## src/rtl/fir_mac_scheduler.sv

```systemverilog
// -----------------------------------------------------------------------------
// fir_mac_scheduler
//
// Sequencer for a time-multiplexed FIR equalizer. Each accepted sample is
// written into a circular delay line. A single shared multiplier-accumulator
// then walks all taps, one tap per cycle, and the full-precision result is
// presented on a valid/ready output. The block also owns the writable
// coefficient bank.
//
// Parameters:
//   TAPS  - number of taps (power of two, >= 2)
//   DW    - signed sample width
//   CW    - signed coefficient width
//   ACC_W - signed accumulator / output width (>= DW+CW+log2(TAPS))
//
// Ports:
//   clk, rst_n          - clock (rising edge), asynchronous active-low reset
//   in_valid/in_ready   - sample handshake, in_data = x[n]
//   out_valid/out_ready - result handshake, out_data = y[n]
//   coef_we/addr/data   - coefficient write port (dropped while busy)
//   coef_err            - one-cycle pulse after a dropped coefficient write
//   busy                - high while the MAC pass runs
// -----------------------------------------------------------------------------
module fir_mac_scheduler #(
    parameter int TAPS  = 8,
    parameter int DW    = 16,
    parameter int CW    = 16,
    parameter int ACC_W = 35
) (
    input  logic                     clk,
    input  logic                     rst_n,
    input  logic                     in_valid,
    output logic                     in_ready,
    input  logic signed [DW-1:0]     in_data,
    output logic                     out_valid,
    input  logic                     out_ready,
    output logic signed [ACC_W-1:0]  out_data,
    input  logic                     coef_we,
    input  logic [$clog2(TAPS)-1:0]  coef_addr,
    input  logic signed [CW-1:0]     coef_data,
    output logic                     coef_err,
    output logic                     busy
);

    localparam int AW = $clog2(TAPS);
    localparam int PW = DW + CW;

    typedef enum logic [1:0] {
        ST_IDLE = 2'd0,
        ST_MAC  = 2'd1,
        ST_HOLD = 2'd2
    } state_t;

    state_t                  state_r;
    logic signed [DW-1:0]    sample_mem_r [TAPS];
    logic signed [CW-1:0]    coef_mem_r   [TAPS];
    logic [AW-1:0]           wp_r;
    logic [AW-1:0]           k_r;
    logic signed [ACC_W-1:0] acc_r;
    logic signed [ACC_W-1:0] out_data_r;
    logic                    out_valid_r;
    logic                    busy_r;
    logic                    coef_err_r;

    logic                    in_ready_s;
    logic                    accept_s;
    logic [AW-1:0]           samp_idx_s;
    logic signed [PW-1:0]    prod_s;
    logic signed [ACC_W-1:0] acc_sum_s;

    // Input readiness: IDLE always, HOLD only when the result is being taken
    always_comb begin
        in_ready_s = 1'b0;
        case (state_r)
            ST_IDLE: in_ready_s = 1'b1;
            ST_HOLD: in_ready_s = out_ready;
            ST_MAC:  in_ready_s = 1'b0;
            default: in_ready_s = 1'b0;
        endcase
    end

    // in_ready is forced low while reset is asserted
    assign in_ready = in_ready_s & rst_n;
    assign accept_s = in_valid & in_ready_s;

    // One MAC step: x index wraps naturally because TAPS is a power of two
    always_comb begin
        samp_idx_s = wp_r - k_r;
        prod_s     = PW'(coef_mem_r[k_r]) * PW'(sample_mem_r[samp_idx_s]);
        acc_sum_s  = acc_r + {{(ACC_W-PW){prod_s[PW-1]}}, prod_s};
    end

    // Sequencer FSM: state, tap counter, write pointer, accumulator, result
    always_ff @(posedge clk or negedge rst_n) begin
        if (!rst_n) begin
            state_r     <= ST_IDLE;
            wp_r        <= '0;
            k_r         <= '0;
            acc_r       <= '0;
            out_data_r  <= '0;
            out_valid_r <= 1'b0;
            busy_r      <= 1'b0;
        end else begin
            case (state_r)
                ST_IDLE: begin
                    if (accept_s) begin
                        acc_r   <= '0;
                        k_r     <= '0;
                        busy_r  <= 1'b1;
                        state_r <= ST_MAC;
                    end else begin
                        state_r <= ST_IDLE;
                    end
                end
                ST_MAC: begin
                    if (k_r == AW'(TAPS - 1)) begin
                        // Last tap: publish the sum and move to the next slot
                        out_data_r  <= acc_sum_s;
                        acc_r       <= acc_sum_s;
                        wp_r        <= wp_r + AW'(1);
                        out_valid_r <= 1'b1;
                        busy_r      <= 1'b0;
                        state_r     <= ST_HOLD;
                    end else begin
                        acc_r <= acc_sum_s;
                        k_r   <= k_r + AW'(1);
                    end
                end
                ST_HOLD: begin
                    if (out_ready) begin
                        out_valid_r <= 1'b0;
                        if (in_valid) begin
                            // Result handshake and new sample at the same edge
                            acc_r   <= '0;
                            k_r     <= '0;
                            busy_r  <= 1'b1;
                            state_r <= ST_MAC;
                        end else begin
                            state_r <= ST_IDLE;
                        end
                    end else begin
                        state_r <= ST_HOLD;
                    end
                end
                default: begin
                    state_r     <= ST_IDLE;
                    out_valid_r <= 1'b0;
                    busy_r      <= 1'b0;
                end
            endcase
        end
    end

    // Sample delay line: written at wp on every accepted sample
    always_ff @(posedge clk or negedge rst_n) begin
        if (!rst_n) begin
            for (int i = 0; i < TAPS; i++) begin
                sample_mem_r[i] <= '0;
            end
        end else begin
            if (accept_s) begin
                sample_mem_r[wp_r] <= in_data;
            end else begin
                sample_mem_r[wp_r] <= sample_mem_r[wp_r];
            end
        end
    end

    // Coefficient bank: writes land outside MAC, writes during MAC flag an error
    always_ff @(posedge clk or negedge rst_n) begin
        if (!rst_n) begin
            for (int i = 0; i < TAPS; i++) begin
                coef_mem_r[i] <= '0;
            end
            coef_err_r <= 1'b0;
        end else begin
            coef_err_r <= coef_we & (state_r == ST_MAC);
            if (coef_we && (state_r != ST_MAC)) begin
                coef_mem_r[coef_addr] <= coef_data;
            end else begin
                coef_mem_r[coef_addr] <= coef_mem_r[coef_addr];
            end
        end
    end

    assign out_data  = out_data_r;
    assign out_valid = out_valid_r;
    assign busy      = busy_r;
    assign coef_err  = coef_err_r;

endmodule

```

## config.mk

```make
export PLATFORM = sky130hd
export DESIGN_NAME = fir_mac_scheduler
export DESIGN_NICKNAME = d
export VERILOG_FILES = /design/src/rtl/fir_mac_scheduler.sv
export SDC_FILE = /design/constraint.sdc
export NUM_CORES = 2
export LEC_CHECK = 0
export ABC_AREA = 1
export CORE_MARGIN = 1
export CORE_UTILIZATION = 30
export CTS_BUF_LIST = sky130_fd_sc_hd__clkbuf_2 sky130_fd_sc_hd__clkbuf_4 sky130_fd_sc_hd__clkbuf_8
export CTS_CLUSTER_DIAMETER = 150
export DETAILED_ROUTE_END_ITERATION = 16
export PLACE_DENSITY = 0.5
export SLEW_MARGIN = 20
export SYNTH_ARGS = -nofsm -noshare
export SYNTH_HDL_FRONTEND = slang
export SYNTH_SLANG_ARGS = --single-unit
```

## constraint.sdc

```tcl
create_clock -name clk -period 12.05 [get_ports clk]
set_input_delay 2.41 -clock clk [delete_from_list [all_inputs] [get_ports clk]]
set_output_delay 2.41 -clock clk [all_outputs]
set_load 0.02 [all_outputs]
```

# Word-level counts from Yosys, hierarchy flattened
# Index checks and enable logic that the tools add are counted.
# op_classes
addsub	4
mul	1
n_lt_le_gt_ge	6
n_eq_ne	9
muxes	45
bitwise	8
reduce_logical	10
# ops
cell	count
$bwmux 128	4
$mux 128	2
$bmux 16 s3	4
$mux 16	10
$mux 35	3
$pmux 35 s3	1
$demux 16 s3	2
$add 35x35->35	1
$mul 16x16->32	1
$ge 4x4->1 const B	4
$not 3->4	4
$mux 3	4
$ne 2x2->1 const B	5
$pmux 3 s3	1
$lt 4x1->1 const B	2
$mux 1	8
$reduce_and 4->1	2
$add 3x1->3 const B	2
$pmux 1 s3	2
$pmux 2 s3	1
$reduce_and 5->1	1
$mux 2	2
$and 1x1->1	3
$eq 3x3->1 const B	1
11 further kinds	13
# word_totals
regBits	337
out_inout_bits	39

# Longest topological paths before layout
# depth
depth_word	8
ltp_mapped	50
depth_no_buf	46

# Worst setup path before layout
# No wires, ideal clock.
# synth_timing
kind	register to register
start	register k_r[1]
end	register out_data_r[34], in the netlist out_data[34]
setup_ns	0.118
t_arrival_ns	8.392
path_slack_ns	3.540
path_stages_with_launch	43
n_path_buf	4
path_cell_list	dfrtp_1 buf_2 inv_1 clkbuf_1 fa_1 buf_2 inv_2 clkbuf_1 a21oi_1 o21ai_0 o21ai_0 nand2_1 nand2_1 nor2_1 inv_1 fa_1 inv_1 fa_1 [... 7 more ...] nand2_1 inv_1 a21oi_1 nand2_1 a21oi_1 nand2_1 nand2_1 nand2_1 ha_1 inv_1 nor3_1 nand2_1 nor2_1 nand3_1 nand3_1 nand3_1 nand3_1 nand2_1
# synth_via
elab_chain_cells	7
# synth_lines
item	line	rtl
from (decl)	58	logic [AW-1:0] k_r;
from (signal assigned)	126	k_r <= k_r + AW'(1);
$sub 3x3->3	88	samp_idx_s = wp_r - k_r;
$not 3->4 (not written as such)	89	prod_s = PW'(coef_mem_r[k_r]) * PW'(sample_mem_r[samp_idx_s]);
$bmux 16 s3	89	
$mux 16 (not written as such) (2 in series)	89	
$mul 16x16->32	89	
$add 35x35->35	90	acc_sum_s = acc_r + {{(ACC_W-PW){prod_s[PW-1]}}, prod_s};
to (signal assigned)	118	out_data_r <= acc_sum_s;
to (decl)	60	logic signed [ACC_W-1:0] out_data_r;
# Parallel ways exist; a longest one is shown, timed or not. The select of a mux whose other input is x is not followed.
# A chain may end at the register's enable or synchronous reset.

# Worst setup path after layout
# layout_timing
start	register wp_r[0]
end	register out_data_r[29], in the netlist out_data[29]
# layout_via
elab_chain_cells	7
# layout_lines
item	line	rtl
from (decl)	57	logic [AW-1:0] wp_r;
from (signal assigned)	120	wp_r <= wp_r + AW'(1);
$sub 3x3->3	88	
$not 3->4 (not written as such)	89	
$bmux 16 s3	89	
$mux 16 (not written as such) (2 in series)	89	
$mul 16x16->32	89	
$add 35x35->35	90	
# Every way passes these cells. The select of a mux whose other input is x is not followed.

==> impl_metrics.yaml <==
sta:
  setup-tns-final_ns: 0
  min_period_ns: 10.67
  worst_pin_slew_ns: 1.06
  finalHoldViolCount: 0
  slew_headroom_pct: 29.6
  period_share_pct: 88.6
  rsz0062_at_grt: "false"
  finalSetupViolCount: 0
  final_max_slew_viol_count: 0
  max_freq_mhz: 93.7
  fin_skew_ns: 0.0463
yosys:
  synthFlopType: "dfrtp_1"
  synth_compound_area_share_pct: 16.3
  ys_types: 50
  syn_area_per_cell_um2: 7.78
  synth_warnings: 0
  ys_ff_latch: 337
  syn_area_mm2: 0.0288
  synth_simple_gate_area_share_pct: 19.1
  synth-edff-count: 0
  synthCells: 3700
  async_flop_share_pct: 100
  synth_mux_area_share_pct: 0
  synthAdderAreaFrac_pct: 23.7
  synth-xor-area-share_pct: 1.36
  synth_top_family_by_area: "adder cells"
  yosysSeqAreaShare_pct: 29.3
  syn_nets: 4127
outcome:
  outcome: "complete, no violations"
worst_setup_path:
  startpoint: "wp_r[0]"
  critPathMaxFanout: 45
  crit_arrival_ns: 11.25
  slowest_delay_ns: 0.83
  slowest_stage: "fa_1"
  setup.worst_path.end_class: "flop"
  critPathKind: "flop to flop"
  r2r-start: "wp_r[0]"
  crit_required_ns: 12.63
  start_kind: "flop"
drt:
  drt-vias-per-instance: 4.95
  via_count: 25000
  wl_um: 95800
  avgRoutedWirePerCell_um: 19.0
  drc_errors: 0
  dr.first_iter.drc_count: 1847
  ant_nets: 0
  first_pass_iters: 6
clocking:
  cts-htree-levels: 3
  clkTransAtPathRegs_ns: 0.06
  insertion_delay_ns: 0.69
  cts_resized: 0
  cts-buffers-inserted: 67
  cts.sinks: 337
  cts_tree: "done"
  cts_setup_buffers: 0
  cts_hold_buffers: 0
  clockRootBuffer: "clkbuf_8"
  clock_path_buffers: 3
floorplan:
  fp-row-count: 113
  coreArea_mm2: 0.0950
  start_util_pct: 30.3
  die_h_um: 312
  fp.dieArea_mm2: 0.0972
  io_pins: 79
  die_w_um: 312
cells_and_area:
  drive_above_1_share_pct: 6.69
  area_growth_pct: 11.9
  seqCellArea_mm2: 0.00843
  multi_input_area_mm2: 0.0175
  fillers: 10300
  final_nets: 4162
place:
  dp_hpwl_um: 68100
  io_buffers: 78
  place.gp.congestion: 0.960
hold_path:
  holdCritPathClass: "flop to flop"
  worstHoldStart: "out_data[12]"
grt:
  overflow: 0
  grt_max_degree: 162
  grt_pass1_wl_um: 151000
  grt_pass1_vias: 25200
  antenna_found_initial: 1
  grt_usage_pct: 19.9
job:
  max_cap_violations: 0
==> layout by cell type, fill, tap and decap left out, drive strengths merged, types with 2 or more instances in the layout <==
cell type / count
o21bai: 13
o211ai: 10
xor2: 27
nand4: 29
a41oi: 2
o21a: 5
a221oi: 53
nand3: 129
clkinv: 16
a211oi: 3
nand2: 896
fa: 264
nand3b: 3
o22ai: 20
o21ai: 488
a21oi: 178
buf: 39
or2: 6
clkbuf: 101
dfrtp: 337
clkdlybuf4s50: 77
nor2: 284
o211a: 2
o2111ai: 4
a32o: 2
inv: 597
ha: 123
a22oi: 8
xnor2: 16
a21o: 12
a31oi: 12
nor3: 20
clkinvlp: 4
==> critical path: cells and delay by family (launching register included) <==
kind,cells,cell delay (ns)
adders and majority gates,10,4.75
buffers and inverters,10,1.62
and+or+nand+nor,12,2.07
DFF,1,0.65
xor gates and xnor gates,1,0.30
AOI/OAI and AO/OA,8,1.17
==> layout make-up <==
cell class / count / area share (%)
clock inverter: 17 / 0.458
sequential: 337 / 26.2
multi-input combinational: 2612 / 54.2
tap: 1265 / 4.91
antenna: 1 / 0.00777
clock buffer: 101 / 3.89
inverter: 601 / 7.00
timing repair buffer: 116 / 3.36
==> state kept, by name, indices dropped and copies added (netlist names) <==
| name | flops |
|---|---|
| coef_mem_r | 128 |
| sample_mem_r | 128 |
| out_valid | 1 |
| k_r | 3 |
| wp_r | 3 |
| state_r | 2 |
| acc_r | 35 |
| busy | 1 |
| out_data | 35 |
| coef_err | 1 |
==> synthesized netlist by cell type, types with 29 or more instances <==
master    count  area share, %
inv_1       571            7.4
clkbuf_1     83            1.1
o21ai_2      45            1.4
a221oi_1     50            1.5
nand3_1     121            2.1
nor2_1      284            3.7
a21oi_1     177            3.1
nand2_1     894             12
o21ai_1      36           0.63
o21ai_0     407            7.1
ha_1        123            5.3
dfrtp_1     337             29
fa_1        264             18
nand4_1      29           0.63
buf_2        52           0.90
==> logic make-up after synthesis <==
family | count (synthesis)
flip-flops | 337
AO/OA/AOI/OAI | 814
adder cells (fa/ha/maj) | 387
buffers and inverters | 751
AND/OR/NAND/NOR | 1368
XOR/XNOR | 43
==> per-stage QoR <==
| step | cell area, um2 | setup WS (ns) | hold WS, ns | utilization [%] | instances |
|---|---|---|---|---|---|
| finish | 32200 | 1.38 | 0.477 | 33.9 | 5050 |
| global route | 32200 | 0.772 | 0.500 | 33.9 | 5050 |
| CTS | 32200 | 1.54 | 0.480 | 33.9 | 5049 |
| detailed placement | 30800 | 1.55 | 0.466 | 32.4 | 4931 |
| global placement | 30800 | 1.44 | 0.464 | 32.4 | 4931 |
| floorplan | 28800 | 3.54 | 0.453 | - | 3700 |
==> final timing paths <==
check	end	cells past startpoint	slack, ns
setup / recovery	out_data[29]	41	1.38
hold reg to reg	out_data[12]	2	0.48
hold / removal	out_data[12]	2	0.48
max in group asynchronous	coef_mem_r[98]	4	7.45
min in group asynchronous	out_data[29]	1	1.64
setup reg to reg	out_data[29]	41	1.38
==> routing by layer <==
layer	up-vias	GRT usage, %	routed length [um]
met5	-	0	0
met2	741	32.8	44700
met3	138	2.90	5890
met4	0	5.30	2020
met1	12300	27.2	43100
li1	11900	-	-
Power is not shown: default switching activity piles up to over one toggle a cycle in this logic, so the estimate is an artifact.
